===== config.mk =====
export PLATFORM = sky130hd
export DESIGN_NAME = slice_add_seq
export DESIGN_NICKNAME = d
export VERILOG_FILES = /design/src/rtl/slice_add_seq.sv
export SDC_FILE = /design/constraint.sdc
export NUM_CORES = 1
export LEC_CHECK = 0
export CAP_MARGIN = 15
export CORE_MARGIN = 2
export CORE_UTILIZATION = 40
export CTS_CLUSTER_DIAMETER = 40
export DETAILED_ROUTE_END_ITERATION = 8
export PLACE_DENSITY = 0.77
export SYNTH_ARGS = -nofsm -noshare
export SYNTH_HDL_FRONTEND = slang
export SYNTH_SLANG_ARGS = --single-unit

===== constraint.sdc =====
create_clock -name clk -period 4 [get_ports clk]
set_clock_uncertainty 0.05 [all_clocks]
set_input_delay 0.4 -clock clk [delete_from_list [all_inputs] [get_ports clk]]
set_output_delay 0.4 -clock clk [all_outputs]
set_load 0.005 [all_outputs]

===== src/rtl/slice_add_seq.sv =====
// Multi-cycle WIDTH-bit add/subtract unit. One SLICE-bit ripple-carry adder
// is reused once per slice, LSB slice first, with the carry registered
// between passes. Valid/ready handshake on both the operand and result sides.
module slice_add_seq #(
  parameter int WIDTH = 32,
  parameter int SLICE = 16
) (
  input  logic             clk,
  input  logic             rst,
  input  logic             in_valid,
  output logic             in_ready,
  input  logic [WIDTH-1:0] a,
  input  logic [WIDTH-1:0] b,
  input  logic             sub,
  output logic             out_valid,
  input  logic             out_ready,
  output logic [WIDTH-1:0] sum,
  output logic             c_out,
  output logic             ovf
);

  localparam int NS = WIDTH / SLICE;
  localparam int IW = (NS > 1) ? $clog2(NS) : 1;

  typedef enum logic [1:0] {IDLE, CALC, DONE} state_t;

  state_t           state;
  state_t           state_nx;
  logic [WIDTH-1:0] a_q;
  logic [WIDTH-1:0] b_q;
  logic             carry;
  logic [IW-1:0]    idx;
  logic [SLICE-1:0] a_sl;
  logic [SLICE-1:0] b_sl;
  logic [SLICE-1:0] s_sl;
  logic             cy;
  logic             last;
  logic             accept;

  // Select the current slice of the latched operands
  assign a_sl = a_q[idx*SLICE +: SLICE];
  assign b_sl = b_q[idx*SLICE +: SLICE];

  // Shared SLICE-bit adder with incoming carry
  always_comb begin
    {cy, s_sl} = {1'b0, a_sl} + {1'b0, b_sl} + {{SLICE{1'b0}}, carry};
  end

  assign last      = (idx == IW'(NS - 1));
  assign in_ready  = (state == IDLE) && !rst;
  assign accept    = in_valid && in_ready;
  assign out_valid = (state == DONE);

  // State register
  always_ff @(posedge clk or posedge rst) begin
    if (rst) state <= IDLE;
    else     state <= state_nx;
  end

  // Next-state logic
  always_comb begin
    state_nx = state;
    case (state)
      IDLE:    if (accept) state_nx = CALC;
      CALC:    if (last) state_nx = DONE;
      DONE:    if (out_ready) state_nx = IDLE;
      default: state_nx = IDLE;
    endcase
  end

  // Operand capture and per-slice result accumulation
  always_ff @(posedge clk or posedge rst) begin
    if (rst) begin
      a_q   <= '0;
      b_q   <= '0;
      carry <= 1'b0;
      idx   <= '0;
      sum   <= '0;
      c_out <= 1'b0;
      ovf   <= 1'b0;
    end else if (accept) begin
      a_q   <= a;
      b_q   <= sub ? ~b : b;
      carry <= sub;
      idx   <= '0;
    end else if (state == CALC) begin
      sum[idx*SLICE +: SLICE] <= s_sl;
      carry <= cy;
      idx   <= idx + 1'b1;
      if (last) begin
        c_out <= cy;
        // carry into the MSB is recovered from the MSB sum bit
        ovf   <= (a_sl[SLICE-1] ^ b_sl[SLICE-1] ^ s_sl[SLICE-1]) ^ cy;
      end
    end
  end

endmodule


Yosys cells after proc, flatten, opt, wreduce, memory -nomap -nowiden

Index checks and enable logic that the tools add are counted.

Register bits after elaboration: 102
Input port bits: 69
Output and inout bits: 36
Logic and storage cells: 44

Add/sub/neg operators: 4
Equality and inequality tests: 5
Shift-type cells: 4
Mux-type cells: 10
Bitwise gates (word level): 5
Reduce and logical (&&, ||, !) cells: 8

Operators by type and width:

| kind                       | number |
|---|---|
| $shiftx A32 B6 Y16         | 2 |
| $neg A5 Y34                | 1 |
| $shift A16 B34 Y32 const A | 1 |
| $shiftx A16 B34 Y32        | 1 |
| $bwmux W32                 | 1 |
| $mux W32                   | 1 |
| $not A32 Y32               | 1 |
| $add A16 B16 Y17           | 1 |
| $add A17 B1 Y17            | 1 |
| $mux W2                    | 3 |
| $pmux W2 S3                | 1 |
| $reduce_and A3 Y1          | 2 |
| $mux W1                    | 4 |
| $ne A2 B2 Y1 const B       | 2 |
| $xor A1 B1 Y1              | 3 |
| $eq A2 B1 Y1 const B       | 1 |
| $eq A2 B2 Y1 const B       | 1 |
| $logic_and A1 B1 Y1        | 2 |
| $logic_not A2 Y1           | 1 |
| $ne A2 B1 Y1 const B       | 1 |
| $reduce_and A2 Y1          | 1 |
| $reduce_bool A2 Y1         | 1 |
| $add A1 B1 Y1 const B      | 1 |
| $logic_not A1 Y1           | 1 |
| $not A1 Y1                 | 1 |

Logic depth before layout (Yosys ltp)

Depth in word-level cells: 5
Gate-level depth with buffers: 11
Mapped depth without buffers: 9

Least setup slack after synthesis

No wires, ideal clock.

Path kind: register -> register
Start: register idx
End: register ovf
Setup time: 80 ps
Arrival time: 2,795 ps
Required time: 3,870 ps
Setup slack: 1,075 ps
Stages on the path, launching flop included: 12
Buffers on the path: 3
Period minus slack after synthesis: 2,925 ps
Path through: dfrtp_1 > clkbuf_1 > buf_1 > mux2_2 > ha_1 > buf_6 > a21oi_4 > nor2_2 > a2111oi_4 > a21oi_2 > a2111o_1 > o211ai_2

Word-level cells in the longest chain between the ends: 5
Elaborated cells on any way between the ends: 8
Classes of those cells: 2 x add/sub; 2 x shift; 3 x bitwise; 1 x reduce/logical

RTL lines:

| what                                         | line   | text |
|---|---|---|
| start: declaration                           | 32     | `logic [IW-1:0] idx;` |
| start signal: assignment                     | 89     | `idx <= idx + 1'b1;` |
| $shiftx A32 B6 Y16, on equally long branches | 41, 42 |  |
| $add A16 B16 Y17                             | 46     | `{cy, s_sl} = {1'b0, a_sl} + {1'b0, b_sl} + {{SLICE{1'b0}}, carry};` |
| $add A17 B1 Y17                              | 46     |  |
| $xor A1 B1 Y1 (2 in a row)                   | 93     | `ovf <= (a_sl[SLICE-1] ^ b_sl[SLICE-1] ^ s_sl[SLICE-1]) ^ cy;` |
| end signal: assignment                       | 93     |  |
| end: declaration                             | 19     | `output logic ovf` |

Several ways; a longest one is shown, not always the timed one.
A chain may end at the register's enable or synchronous reset.

Worst setup path in the final report

Start: register idx
End: register sum[24]

Word-level cells in the longest chain between the ends: 5
Elaborated cells on any way between the ends: 8
Classes of those cells: 3 x add/sub; 4 x shift; 1 x mux

RTL lines:

| what                                         | line   | text |
|---|---|---|
| $shiftx A32 B6 Y16, on equally long branches | 41, 42 |  |
| $add A16 B16 Y17                             | 46     |  |
| $add A17 B1 Y17                              | 46     |  |
| $shiftx A16 B34 Y32                          | 87     | `sum[idx*SLICE +: SLICE] <= s_sl;` |
| $bwmux W32 (*)                               | 87     |  |
| end signal: indexed assignment               | 87     |  |
| end: declaration                             | 17     | `output logic [WIDTH-1:0] sum,` |

Mark *: on every way between the ends. The rest lies on a longest branch, timed or not.

==> results.txt <==
----------------------------------------------------
[Timing]
  Final Max Tran Viols ... 0
  Final worst setup slack ... approximately 0.84 ns
  Sum of negative setup slack ... 0 ns
  Count of final setup violators ... 0
  Post-Route Hold Slack ... 0.408 ns
  Post-route clock period utilization ... 79.1%
  Worst Tran Pin Value ... roughly 0.9 ns
  Fmax ... about 0.32 GHz
  Final Hold Viols ... 0
  Unrepaired setup endpoints after global routing ... no
  Final critical-path required period ... 3.16 ns
  Rel. slew slack ... 39.2%

[Clocking]
  CTS tree ... yes
  Insertion delay of the later-clocked pin in the worst-skew pair ... 0.35 ns
  Number of clock sinks ... 102
  Cells resized by post-CTS repair ... 0
  CTS H-Tree Depth ... 3
  Cell at the root of the clock tree ... sky130_fd_sc_hd__clkbuf_16
  Post-CTS Repair Setup Buffers ... 0
  CTS Hold Buffers Added ... 0
  Number of CTS-inserted buffers ... 9
  Reg clk slew, reported paths ... 0.07 ns
  Clock Tree Buf Depth ... 2

[Layout]
  Number of fillers in the final layout ... 1111
  Number of nets in the finished design ... 644
  Number of inserted diodes ... 0
  FF/Latch Area ... 0.00255 mm²
  Multi-input logic area ... between 0.002 and 0.0025 mm²
  Layout area overhead ... 28.6%
  Post-route insts no fill ... 735
  Commonest cells after routing, fill and taps aside ... sky130_fd_sc_hd__clkdlybuf4s50_1 (103), sky130_fd_sc_hd__dfrtp_1 (102), sky130_fd_sc_hd__mux2_2 (68)
  Most common library cell in the layout ignoring fill and taps ... sky130_fd_sc_hd__clkdlybuf4s50_1
  Share of layout cells above drive strength 1 ... about 18%
  Post-route design area ... 0.00662 mm²

[Setup path]
  CP max-delay cell ... sky130_fd_sc_hd__fa_1
  Worst reg2reg path startpoint ... idx
  Cell Chain, Critical Path ... buf_4, mux2_2, fa_1, fa_1, a21o_1, nand4_1, a21boi_0, o21a_1, o21a_1, o31ai_1
  CP Capture Type ... register
  Worst endpoint data arrival time ... 3.37 ns
  Delay of the slowest cell on the worst path ... 0.45 ns
  Nature of the critical path startpoint ... register
  Type of the worst setup path ... register to register
  Launch point of the worst path ... idx
  Top fanout value on the critical path ... 24
  Worst endpoint required time ... between 4 and 5 ns

[Placed design]
  Count of buffers inserted at the top-level ports ... between 100 and 150
  HPWL after detailed placement ... 8.35 mm
  Placed Cells incl. Taps ... 718
  Worst setup slack after placement ... 0.829 ns
  Weighted congestion reported at the end of routability-driven placement ... roughly 0.8
  Instance area at placement ... 0.00631 mm²

[Synth]
  Synthesis-stage register bit count ... 102
  Post-Synthesis Mean Instance Area ... 11.1 µm²
  Post-synthesis async set-or-reset flop share ... 100%
  Instance count of the mapped netlist ... around 460
  Number of enable-type register cells in the synthesized netlist ... 0
  Number of distinct library cells after synthesis ... 42
  Yosys synthesis warning count ... 0
  Post-synthesis instance area ... 0.00515 mm²
  Net count of the mapped netlist ... 550
  Commonest register cell after synthesis ... sky130_fd_sc_hd__dfrtp_1
  Fraction of post-synthesis cell area in the top cell type by area ... 49.6%
  Area leader, netlist ... sky130_fd_sc_hd__dfrtp_1
  Proportion of synthesized chip area in sequential cells ... 49.6%
  Synth area leaders ... sky130_fd_sc_hd__dfrtp_1 (50%), sky130_fd_sc_hd__mux2_2 (15%), sky130_fd_sc_hd__xnor2_1 (6.5%)

[Global routing]
  Global-route wire length before repair ... 19.0 mm
  Number of antenna violations at the first check in global routing ... 0
  Tot GR Track Use ... 17.1%
  Maximum number of pins on one net before global-route repair ... 74
  Number of global-route vias before repair ... 3805
  Overflow after GRT ... 0

[Drt]
  Post-DRT Antenna Nets ... 0
  Wire length per cell ... between 15 and 20 µm
  Final WL ... 11.2 mm
  Starting DRC count in detailed routing ... 191
  Final routed DRC violation total ... 0
  DRT Pass-1 Iters ... 5
  Avg Vias per Cell ... 5.02
  Detailed-route via count ... roughly 3700

[Floorplan]
  Die outline area ... 0.0138 mm²
  X dimension of the die ... 117 µm
  Die Ht ... 117 µm
  Starting density of the core ... between 40% and 50%
  Site Rows ... 41
  Core outline area ... 0.0126 mm²
  # IOs ... 105

[Pwr]
  Cell Pwr Density ... 969 mW/mm²
  VDD IR max ... 0.392 mV
  Share of power burned in combinational logic ... 58.0%
  Sw Ratio ... between 40% and 50%
  LEAKAGE ... 2.70 nW
  Total internal power ... 0.00383 W
  Portion of total power attributed to the clock network ... 13.7%
  Sequential share of power ... 28.3%
  Power dissipated by switching net loads ... 0.00259 W

[Flow run]
  Max Cap Violations ... 0

[Status]
  Status ... complete, no violations

[Worst hold path]
  Class of the worst hold path ... primary input to asynchronous set/reset pin

----------------------------------------------------
[worst paths after layout]
check                      endpoint  slack [ns]  depth (start not counted)
max                         sum[24]        0.84                         10
min                         a_q[15]        0.41                          2
max reg2reg                 sum[24]        0.84                         10
min reg2reg                 sum[31]        0.44                          2
max in group asynchronous    a_q[1]        2.68                          3
min in group clk            sum[31]        0.44                          2
[final cells by class]
type | count | share of cell area, %
flip-flops and latches | 102 | 38.5
clock inverters | 4 | 0.831
multi-input cells | 332 | 37.0
well taps | 172 | 3.25
clock buffers | 12 | 3.72
repair buffers | 110 | 16.4
inverters | 3 | 0.208
[synth_stat cells, types with 2 or more instances]
cell and n:
sky130_fd_sc_hd__nand2b_1 4, sky130_fd_sc_hd__mux2_2 68, sky130_fd_sc_hd__a211oi_1 3, sky130_fd_sc_hd__xnor2_1 38, sky130_fd_sc_hd__o21a_1 4, sky130_fd_sc_hd__nor3_1 4, sky130_fd_sc_hd__dfrtp_1 102, sky130_fd_sc_hd__o31ai_1 5
sky130_fd_sc_hd__and2_1 2, sky130_fd_sc_hd__xor2_1 6, sky130_fd_sc_hd__o211ai_1 2, sky130_fd_sc_hd__buf_1 8, sky130_fd_sc_hd__a21o_1 6, sky130_fd_sc_hd__o21bai_1 2, sky130_fd_sc_hd__a21o_2 2, sky130_fd_sc_hd__nor2_1 35
sky130_fd_sc_hd__o21ai_0 32, sky130_fd_sc_hd__clkbuf_1 7, sky130_fd_sc_hd__nand4_1 2, sky130_fd_sc_hd__buf_2 9, sky130_fd_sc_hd__inv_1 3, sky130_fd_sc_hd__buf_6 2, sky130_fd_sc_hd__fa_1 2, sky130_fd_sc_hd__nand2_1 42
sky130_fd_sc_hd__ha_1 15, sky130_fd_sc_hd__a21oi_1 43
[sequential cells by signal (all words and copies together), names as in the netlist]
name	cells
a_q	32
b_q	32
c_out	1
carry	1
idx	1
ovf	1
state	2
sum	32
[per-layer routing]
metal | global-route usage (%) | vias to the layer above | share of wire, %
met5 | 0 | - | 0
met4 | 4.29 | 0 | 1.1
met3 | 3.54 | 13 | 5.8
met2 | 27.5 | 114 | 47
met1 | 23.7 | 1763 | 46
li1 | - | 1800 | -
[stage by stage]
stage	total power (W)	utilization, %
after floorplan	0.00443	-
after global placement	0.00536	50.0
after detailed placement	0.00552	50.0
after CTS	0.00644	52.4
after global routing	0.00695	52.5
final	0.00642	52.5
[kinds of logic after synthesis]
kind of cell | after synthesis | synth area share (%)
AOI/OAI and AO/OA | 109 | 13.1
DFF | 102 | 49.6
and+or+nand+nor | 94 | 7.65
muxes | 68 | 14.9
xor gates and xnor gates | 44 | 7.48
buffers and inverters | 30 | 2.89
adders and majority gates | 17 | 4.42
[power by group through the flow]
stage	Combinational, W	Clock, W	Sequential (W)
final	0.00372	0.000879	0.00182
after global routing	0.00412	0.000942	0.00189
after CTS	0.00372	0.000898	0.00182
after detailed placement	0.00368	0	0.00184
after global placement	0.00354	0	0.00182
after floorplan	0.00265	0	0.00177
[critical path: cells and delay by family (launching register included)]
family	cells	cell delay [ns]
AO/OA/AOI/OAI	5	0.96
buffers and inverters	1	0.33
multiplexers	1	0.39
adder cells (fa/ha/maj)	2	0.88
AND/OR/NAND/NOR	1	0.12
flip-flops	1	0.35
(Power assumes the default switching activity.)
